**src/rtl/ps2_pkg.sv**
```systemverilog
// Shared definitions for the PS/2 keyboard receiver: FSM states and prefix bytes.
package ps2_pkg;

  typedef enum logic [1:0] {
    ST_IDLE   = 2'd0,
    ST_DATA   = 2'd1,
    ST_PARITY = 2'd2,
    ST_STOP   = 2'd3
  } ps2_state_e;

  localparam logic [7:0] PS2_EXT = 8'hE0;
  localparam logic [7:0] PS2_BRK = 8'hF0;

  // PS/2 uses odd parity over the eight data bits plus the parity bit.
  function automatic logic odd_parity_ok(input logic [7:0] data, input logic par);
    return ^{data, par};
  endfunction

endpackage

```
**src/rtl/ps2_clk_filter.sv**
```systemverilog
// Two-flop synchroniser for both PS/2 pins, ps2_clk deglitch filter and falling-edge strobe.
module ps2_clk_filter #(
  parameter int FILTER_LEN = 8
) (
  input  logic clk,
  input  logic rst,
  input  logic ps2_clk_i,
  input  logic ps2_data_i,
  output logic fall_o,
  output logic data_o
);

  localparam int CW = $clog2(FILTER_LEN + 1);

  logic [1:0]    meta_q;
  logic [1:0]    sync_q;
  logic          filt_q;
  logic [CW-1:0] cnt_q;
  logic          fall_q;

  // Bit 0 carries the clock pin, bit 1 the data pin; both idle high.
  always_ff @(posedge clk) begin
    if (rst) begin
      meta_q <= 2'b11;
      sync_q <= 2'b11;
    end else begin
      meta_q <= {ps2_data_i, ps2_clk_i};
      sync_q <= meta_q;
    end
  end

  // The filtered level flips only once FILTER_LEN consecutive samples disagree with it.
  always_ff @(posedge clk) begin
    if (rst) begin
      filt_q <= 1'b1;
      cnt_q  <= '0;
      fall_q <= 1'b0;
    end else begin
      fall_q <= 1'b0;
      if (sync_q[0] == filt_q) begin
        cnt_q <= '0;
      end else if (cnt_q == CW'(FILTER_LEN - 1)) begin
        filt_q <= sync_q[0];
        cnt_q  <= '0;
        fall_q <= filt_q;
      end else begin
        cnt_q <= cnt_q + 1'b1;
      end
    end
  end

  assign fall_o = fall_q;
  assign data_o = sync_q[1];

endmodule

```
**src/rtl/ps2_kbd_rx.sv**
```systemverilog
// PS/2 keyboard receiver: frame deserialiser with E0/F0 prefix decode.
// Define PS2_BREAK_FILTER_EN to drop key-release codes and tie kb_break low.
module ps2_kbd_rx
  import ps2_pkg::*;
#(
  parameter int FILTER_LEN     = 8,
  parameter int TIMEOUT_CYCLES = 10000
) (
  input  logic       clk,
  input  logic       rst,
  input  logic       ps2_clk,
  input  logic       ps2_data,
  output logic [7:0] kb_code,
  output logic       kb_valid,
  output logic       kb_ext,
  output logic       kb_break,
  output logic       parity_err,
  output logic       frame_err
);

  localparam int TW = $clog2(TIMEOUT_CYCLES + 1);

  logic          fall;
  logic          data_bit;
  ps2_state_e    state_q;
  logic [2:0]    bitcnt_q;
  logic [7:0]    shreg_q;
  logic          par_q;
  logic [TW-1:0] tmo_q;
  logic          ext_pend_q;
  logic          brk_pend_q;
  logic [7:0]    kb_code_q;
  logic          kb_valid_q;
  logic          kb_ext_q;
  logic          parity_err_q;
  logic          frame_err_q;
`ifndef PS2_BREAK_FILTER_EN
  logic          kb_break_q;
`endif

  ps2_clk_filter #(
    .FILTER_LEN(FILTER_LEN)
  ) u_filter (
    .clk       (clk),
    .rst       (rst),
    .ps2_clk_i (ps2_clk),
    .ps2_data_i(ps2_data),
    .fall_o    (fall),
    .data_o    (data_bit)
  );

  always_ff @(posedge clk) begin
    if (rst) begin
      state_q      <= ST_IDLE;
      bitcnt_q     <= '0;
      shreg_q      <= '0;
      par_q        <= 1'b0;
      tmo_q        <= '0;
      ext_pend_q   <= 1'b0;
      brk_pend_q   <= 1'b0;
      kb_code_q    <= 8'h00;
      kb_valid_q   <= 1'b0;
      kb_ext_q     <= 1'b0;
      parity_err_q <= 1'b0;
      frame_err_q  <= 1'b0;
`ifndef PS2_BREAK_FILTER_EN
      kb_break_q   <= 1'b0;
`endif
    end else begin
      kb_valid_q   <= 1'b0;
      parity_err_q <= 1'b0;
      frame_err_q  <= 1'b0;

      // tmo_q holds the number of cycles since the last fall while a frame is open.
      if (fall) begin
        tmo_q <= TW'(1);
      end else if (state_q != ST_IDLE) begin
        tmo_q <= tmo_q + 1'b1;
      end else begin
        tmo_q <= '0;
      end

      if (!fall && state_q != ST_IDLE && tmo_q == TW'(TIMEOUT_CYCLES - 1)) begin
        frame_err_q <= 1'b1;
        state_q     <= ST_IDLE;
        ext_pend_q  <= 1'b0;
        brk_pend_q  <= 1'b0;
        tmo_q       <= '0;
      end else if (fall) begin
        case (state_q)
          ST_IDLE: begin
            if (data_bit) begin
              frame_err_q <= 1'b1;
              ext_pend_q  <= 1'b0;
              brk_pend_q  <= 1'b0;
            end else begin
              state_q  <= ST_DATA;
              bitcnt_q <= '0;
            end
          end
          ST_DATA: begin
            shreg_q  <= {data_bit, shreg_q[7:1]};
            bitcnt_q <= bitcnt_q + 1'b1;
            if (bitcnt_q == 3'd7) begin
              state_q <= ST_PARITY;
            end
          end
          ST_PARITY: begin
            par_q   <= data_bit;
            state_q <= ST_STOP;
          end
          ST_STOP: begin
            state_q <= ST_IDLE;
            if (!data_bit) begin
              frame_err_q <= 1'b1;
              ext_pend_q  <= 1'b0;
              brk_pend_q  <= 1'b0;
            end else if (!odd_parity_ok(shreg_q, par_q)) begin
              parity_err_q <= 1'b1;
              ext_pend_q   <= 1'b0;
              brk_pend_q   <= 1'b0;
            end else if (shreg_q == PS2_EXT) begin
              ext_pend_q <= 1'b1;
            end else if (shreg_q == PS2_BRK) begin
              brk_pend_q <= 1'b1;
            end else begin
`ifdef PS2_BREAK_FILTER_EN
              if (!brk_pend_q) begin
                kb_code_q  <= shreg_q;
                kb_ext_q   <= ext_pend_q;
                kb_valid_q <= 1'b1;
              end
`else
              kb_code_q  <= shreg_q;
              kb_ext_q   <= ext_pend_q;
              kb_break_q <= brk_pend_q;
              kb_valid_q <= 1'b1;
`endif
              ext_pend_q <= 1'b0;
              brk_pend_q <= 1'b0;
            end
          end
          default: state_q <= ST_IDLE;
        endcase
      end
    end
  end

  assign kb_code    = kb_code_q;
  assign kb_valid   = kb_valid_q;
  assign kb_ext     = kb_ext_q;
  assign parity_err = parity_err_q;
  assign frame_err  = frame_err_q;
`ifdef PS2_BREAK_FILTER_EN
  assign kb_break   = 1'b0;
`else
  assign kb_break   = kb_break_q;
`endif

endmodule
```
**config.mk**
```make
export PLATFORM = sky130hd
export DESIGN_NAME = ps2_kbd_rx
export DESIGN_NICKNAME = d
export VERILOG_FILES = /design/src/rtl/ps2_pkg.sv /design/src/rtl/ps2_clk_filter.sv /design/src/rtl/ps2_kbd_rx.sv
export SDC_FILE = /design/constraint.sdc
export NUM_CORES = 1
export LEC_CHECK = 0
export BUFFER_PORTS_ARGS = -buffer_cell sky130_fd_sc_hd__buf_2
export CORE_MARGIN = 2
export CORE_UTILIZATION = 59
export CTS_CLUSTER_SIZE = 12
export DETAILED_ROUTE_END_ITERATION = 8
export PLACE_DENSITY = 0.85
export SYNTH_ARGS = -nofsm -noshare
export SYNTH_HDL_FRONTEND = slang
export SYNTH_SLANG_ARGS = --single-unit
```
**constraint.sdc**
```tcl
create_clock -name clk -period 2.4 [get_ports clk]
set_clock_uncertainty 0.2 [all_clocks]
set_input_delay 0.24 -clock clk [delete_from_list [all_inputs] [get_ports clk]]
set_output_delay 0.24 -clock clk [all_outputs]
set_load 0.005 [all_outputs]
```
==> summary.md <==
| Metric | Value |
|---|---|
| Rel. slew slack | `73.55%` |
| Initial Util | `62.56%` |
| CTS Buffer Depth | `2` |
| Hold_sp | `rst` |
| # IOs | `17` |
| Root buf cell | `clkbuf_8` |
| Final HPWL DP | `2894 µm` |
| H-tree depth | `2` |
| DR vias/cell | `about 5.4` |
| Worst stage delay on the critical path | `0.55 ns` |
| Crit path from | `shreg_q[7]` |
| Post-synthesis register bit count | `53` |
| P&R area growth vs syn | `12.59%` |
| MaxCap Viol Count | `0` |
| Clk slew on worst S/H paths | `approximately 0.090 ns` |
| Worst path required time | `2.44 ns` |
| CTS buffer count | `5` |
| Placed cells | `315` |
| Seq pwr share | `63.2%` |
| Switching portion of total power | `21.26%` |
| LEAKAGE | `a little under 1 nW` |
| Die Area | `4458 µm²` |
| ANT cells | `0` |
| Total global routing overflow | `0` |
| Outcome | `completed` |
| Final Cell Area | `2618 µm²` |
| Fmax | `432.9 MHz` |
| Final GP Congestion | `between 0.7 and 0.8` |
| Worst path slowest cell | `xnor3_2` |
| DRC viols | `0` |
| CTS sink count | `53` |
| Power Density | `534.7 nW/µm²` |
| Setup bufs post-CTS | `0` |
| Gate power share | `1.9%` |
| Die X | `66.77 µm` |
| Fin cells | `325` |
| WS Path Type | `reg -> reg` |
| Nets | `~290` |
| Layout cells sized above 1 | `approximately 16%` |
| Starting DRT DRC Count | `89` |
| Met2 usage | `34.13%` |
| Worst vdd ir | `0.3860 mV` |
| Pre-CTS setup slack | `0.09981 ns` |
| FP Rows | `22` |
| Slew at the pin with the worst max-slew slack | `around 0.4 ns` |
| Buf/Inv on CP | `1` |
| Syn Area/Cell | `9.189 µm²` |
| Final ANT Viol Nets | `0` |
| Final setup viols | `0` |
| DIE HEIGHT | `66.77 µm` |
| End-of-flow core utilization | `70.44%` |
| Wirelength per Cell | `around 12 µm` |
| Gate count after technology mapping | `around 250` |
| Netlist cell types | `37` |
| Seq/Total Area, Yosys | `45.64%` |
| Hold WC Path Type | `in -> reg` |
| Fill cell total of the finished layout | `294` |
| Int Pwr | `1.102 mW` |
| GRT Total Usage | `20.22%` |
| Final Max Slew Viols | `0` |
| Switching power | `297.6 µW` |
| Buffers on Ports | `16` |
| Synthesized netlist net count | `between 200 and 300` |
| Worst Path Arrival | `between 2 and 2.5 ns` |
| Pre-Repair DR Iteration Count | `4` |
| Reg-to-Reg Start | `shreg_q[7]` |
| CP max FO | `10` |
| Total Power | `1.400 mW` |
| Delay-heaviest family, CP | `XOR/XNOR gates` |
| GR met1 Demand/Resource | `between 20% and 30%` |
| Critical path cell sequence | `xnor2_1 -> xnor3_2 -> xnor2_2 -> nand3_1 -> o21ai_2 -> buf_4 -> mux2i_1` |
| Ys Warns | `0` |
| DRT Wirelength | `slightly above 4000 µm` |
| Via Count | `1743` |
| Grt met3 use | `~4.2%` |
| Post-Place Cell Area | `2491 µm²` |
| Crit end category | `flip-flop` |
| Final worst setup slack | `0.09020 ns` |
| Clock Latency Late Sink | `0.31 ns` |
| Vias in the first global route | `between 1500 and 2000` |
| GR peak layer | `met2` |
| Final critical-path share of the clock period | `96.24%` |
| Initial antenna violation count | `0` |
| Clock share of power | `34.9%` |
| Syn Std Cell Area | `2325 µm²` |
| CTS tree | `built` |
| Tmin final | `between 2 and 2.5 ns` |
| First-pass GRT wire length | `6775 µm` |
| Final Hold Fails | `0` |
| Nature of the critical path startpoint | `flip-flop` |
| Pin count of the biggest net entering global routing | `31` |
| Placeable Area | `3716 µm²` |
## cells in the mapped netlist
master | n | share of area (%)
nand2_1 | 18 | 2.9
nor4_1 | 1 | 0.27
buf_2 | 1 | 0.22
and3_1 | 5 | 1.3
a21boi_0 | 1 | 0.32
nand3_1 | 16 | 3.4
o211ai_1 | 1 | 0.32
a21oi_1 | 13 | 2.8
a32oi_1 | 2 | 0.75
o21ai_2 | 1 | 0.38
nand2b_1 | 18 | 4.8
dfxtp_1 | 53 | 46
o311a_1 | 1 | 0.43
nor3_1 | 4 | 0.86
nor2_1 | 34 | 5.5
xnor3_2 | 1 | 1.0
clkbuf_1 | 8 | 1.3
mux2i_1 | 11 | 4.7
a31oi_4 | 1 | 0.91
and4b_1 | 2 | 0.86
xnor2_1 | 12 | 4.5
or2b_1 | 2 | 0.65
or2_2 | 4 | 1.1
o21a_1 | 1 | 0.32
nor4b_1 | 1 | 0.38
nand4_1 | 4 | 1.1
or4b_2 | 1 | 0.43
or4_1 | 1 | 0.32
nor3_2 | 1 | 0.43
and2b_1 | 1 | 0.32
xor2_1 | 10 | 3.8
mux2_2 | 1 | 0.48
o21ai_0 | 3 | 0.65
buf_6 | 1 | 0.48
inv_1 | 8 | 1.3
ha_1 | 8 | 4.3
nand3b_1 | 2 | 0.65
## registers in the layout (all words and copies together), names as in the netlist
name	count
kb_code	8
u_filter.filt_q	1
bitcnt_q	3
kb_ext	1
u_filter.meta_q	2
par_q	1
parity_err	1
frame_err	1
state_q	2
u_filter.sync_q	2
ext_pend_q	1
kb_break	1
brk_pend_q	1
u_filter.fall_o	1
shreg_q	8
tmo_q	14
kb_valid	1
u_filter.cnt_q	4
## worst paths after layout
kind | slack [ns] | cells past startpoint | to
worst max-delay path | 0.09 | 7 | kb_code[2]
worst min-delay path | 0.08 | 2 | bitcnt_q[0]
worst max register to register | 0.09 | 7 | kb_code[2]
worst min register to register | 0.22 | 1 | u_filter.sync_q[0]
## per-layer routing
layer	routed length, µm	vias to the layer above	part of all wire, %
li1	-	892	-
met1	1915	811	47
met2	1918	33	47
met3	139	7	3.4
met4	83	0	2.0
met5	0	-	0
## cell usage in the layout (no fill, tap or decap), drive strengths merged, types with 2 or more instances in the layout
master	instances
dfxtp	53
nor2	34
buf	24
nand2	18
nand2b	18
nand3	16
a21oi	13
xnor2	12
mux2i	11
xor2	10
inv	8
ha	8
clkbuf	7
and3	5
nor3	5
nand4	4
or2	4
o21ai	4
nand3b	2
and4b	2
or2b	2
a32oi	2
dlygate4sd3	2
## kinds of logic (layout without fill, tap and decap cells)
family,Yosys count,after routing,share of synthesized area [%]
xor gates and xnor gates,23,23,9.311
DFF,53,53,45.64
and+or+nand+nor,115,115,25.35
adders and majority gates,8,8,4.306
AOI/OAI and AO/OA,24,24,6.889
buffers and inverters,18,42,3.283
muxes,12,12,5.221
## final cells by class
class | count | area, µm² | area share (%)
repair buffers | 26 | 172.7 | 6.597
well taps | 48 | 60.06 | 2.294
multi-input cells | 182 | 1207 | 46.13
flip-flops and latches | 53 | 1064 | 40.63
clock inverters | 1 | 7.507 | 0.2868
inverters | 8 | 30.03 | 1.147
clock buffers | 7 | 76.32 | 2.916
## power by group through the flow
stage | Clock, mW | Sequential (mW) | Combinational (mW)
after floorplan | 0 | 0.905 | 0.0172
after global placement | 0 | 0.905 | 0.0240
after detailed placement | 0 | 0.905 | 0.0241
after CTS | 0.501 | 0.885 | 0.0264
after global routing | 0.532 | 0.885 | 0.0289
final | 0.489 | 0.884 | 0.0263
## repair_timing
item                       4_1_cts  5_1_grt
setup endpoints to repair        0        9
hold endpoints to repair         2        0
hold buffers                     2        0
resized for setup                0        5
## stage by stage
step | setup TNS (ns) | hold WS, ns
global route | -0.06218 | 0.07646
CTS | 0 | 0.06441
global placement | 0 | 0.1906
floorplan | 0 | 0.1438
detailed placement | 0 | 0.1965
finish | 0 | 0.07613
No activity file was read; power rests on OpenSTA's default activity.
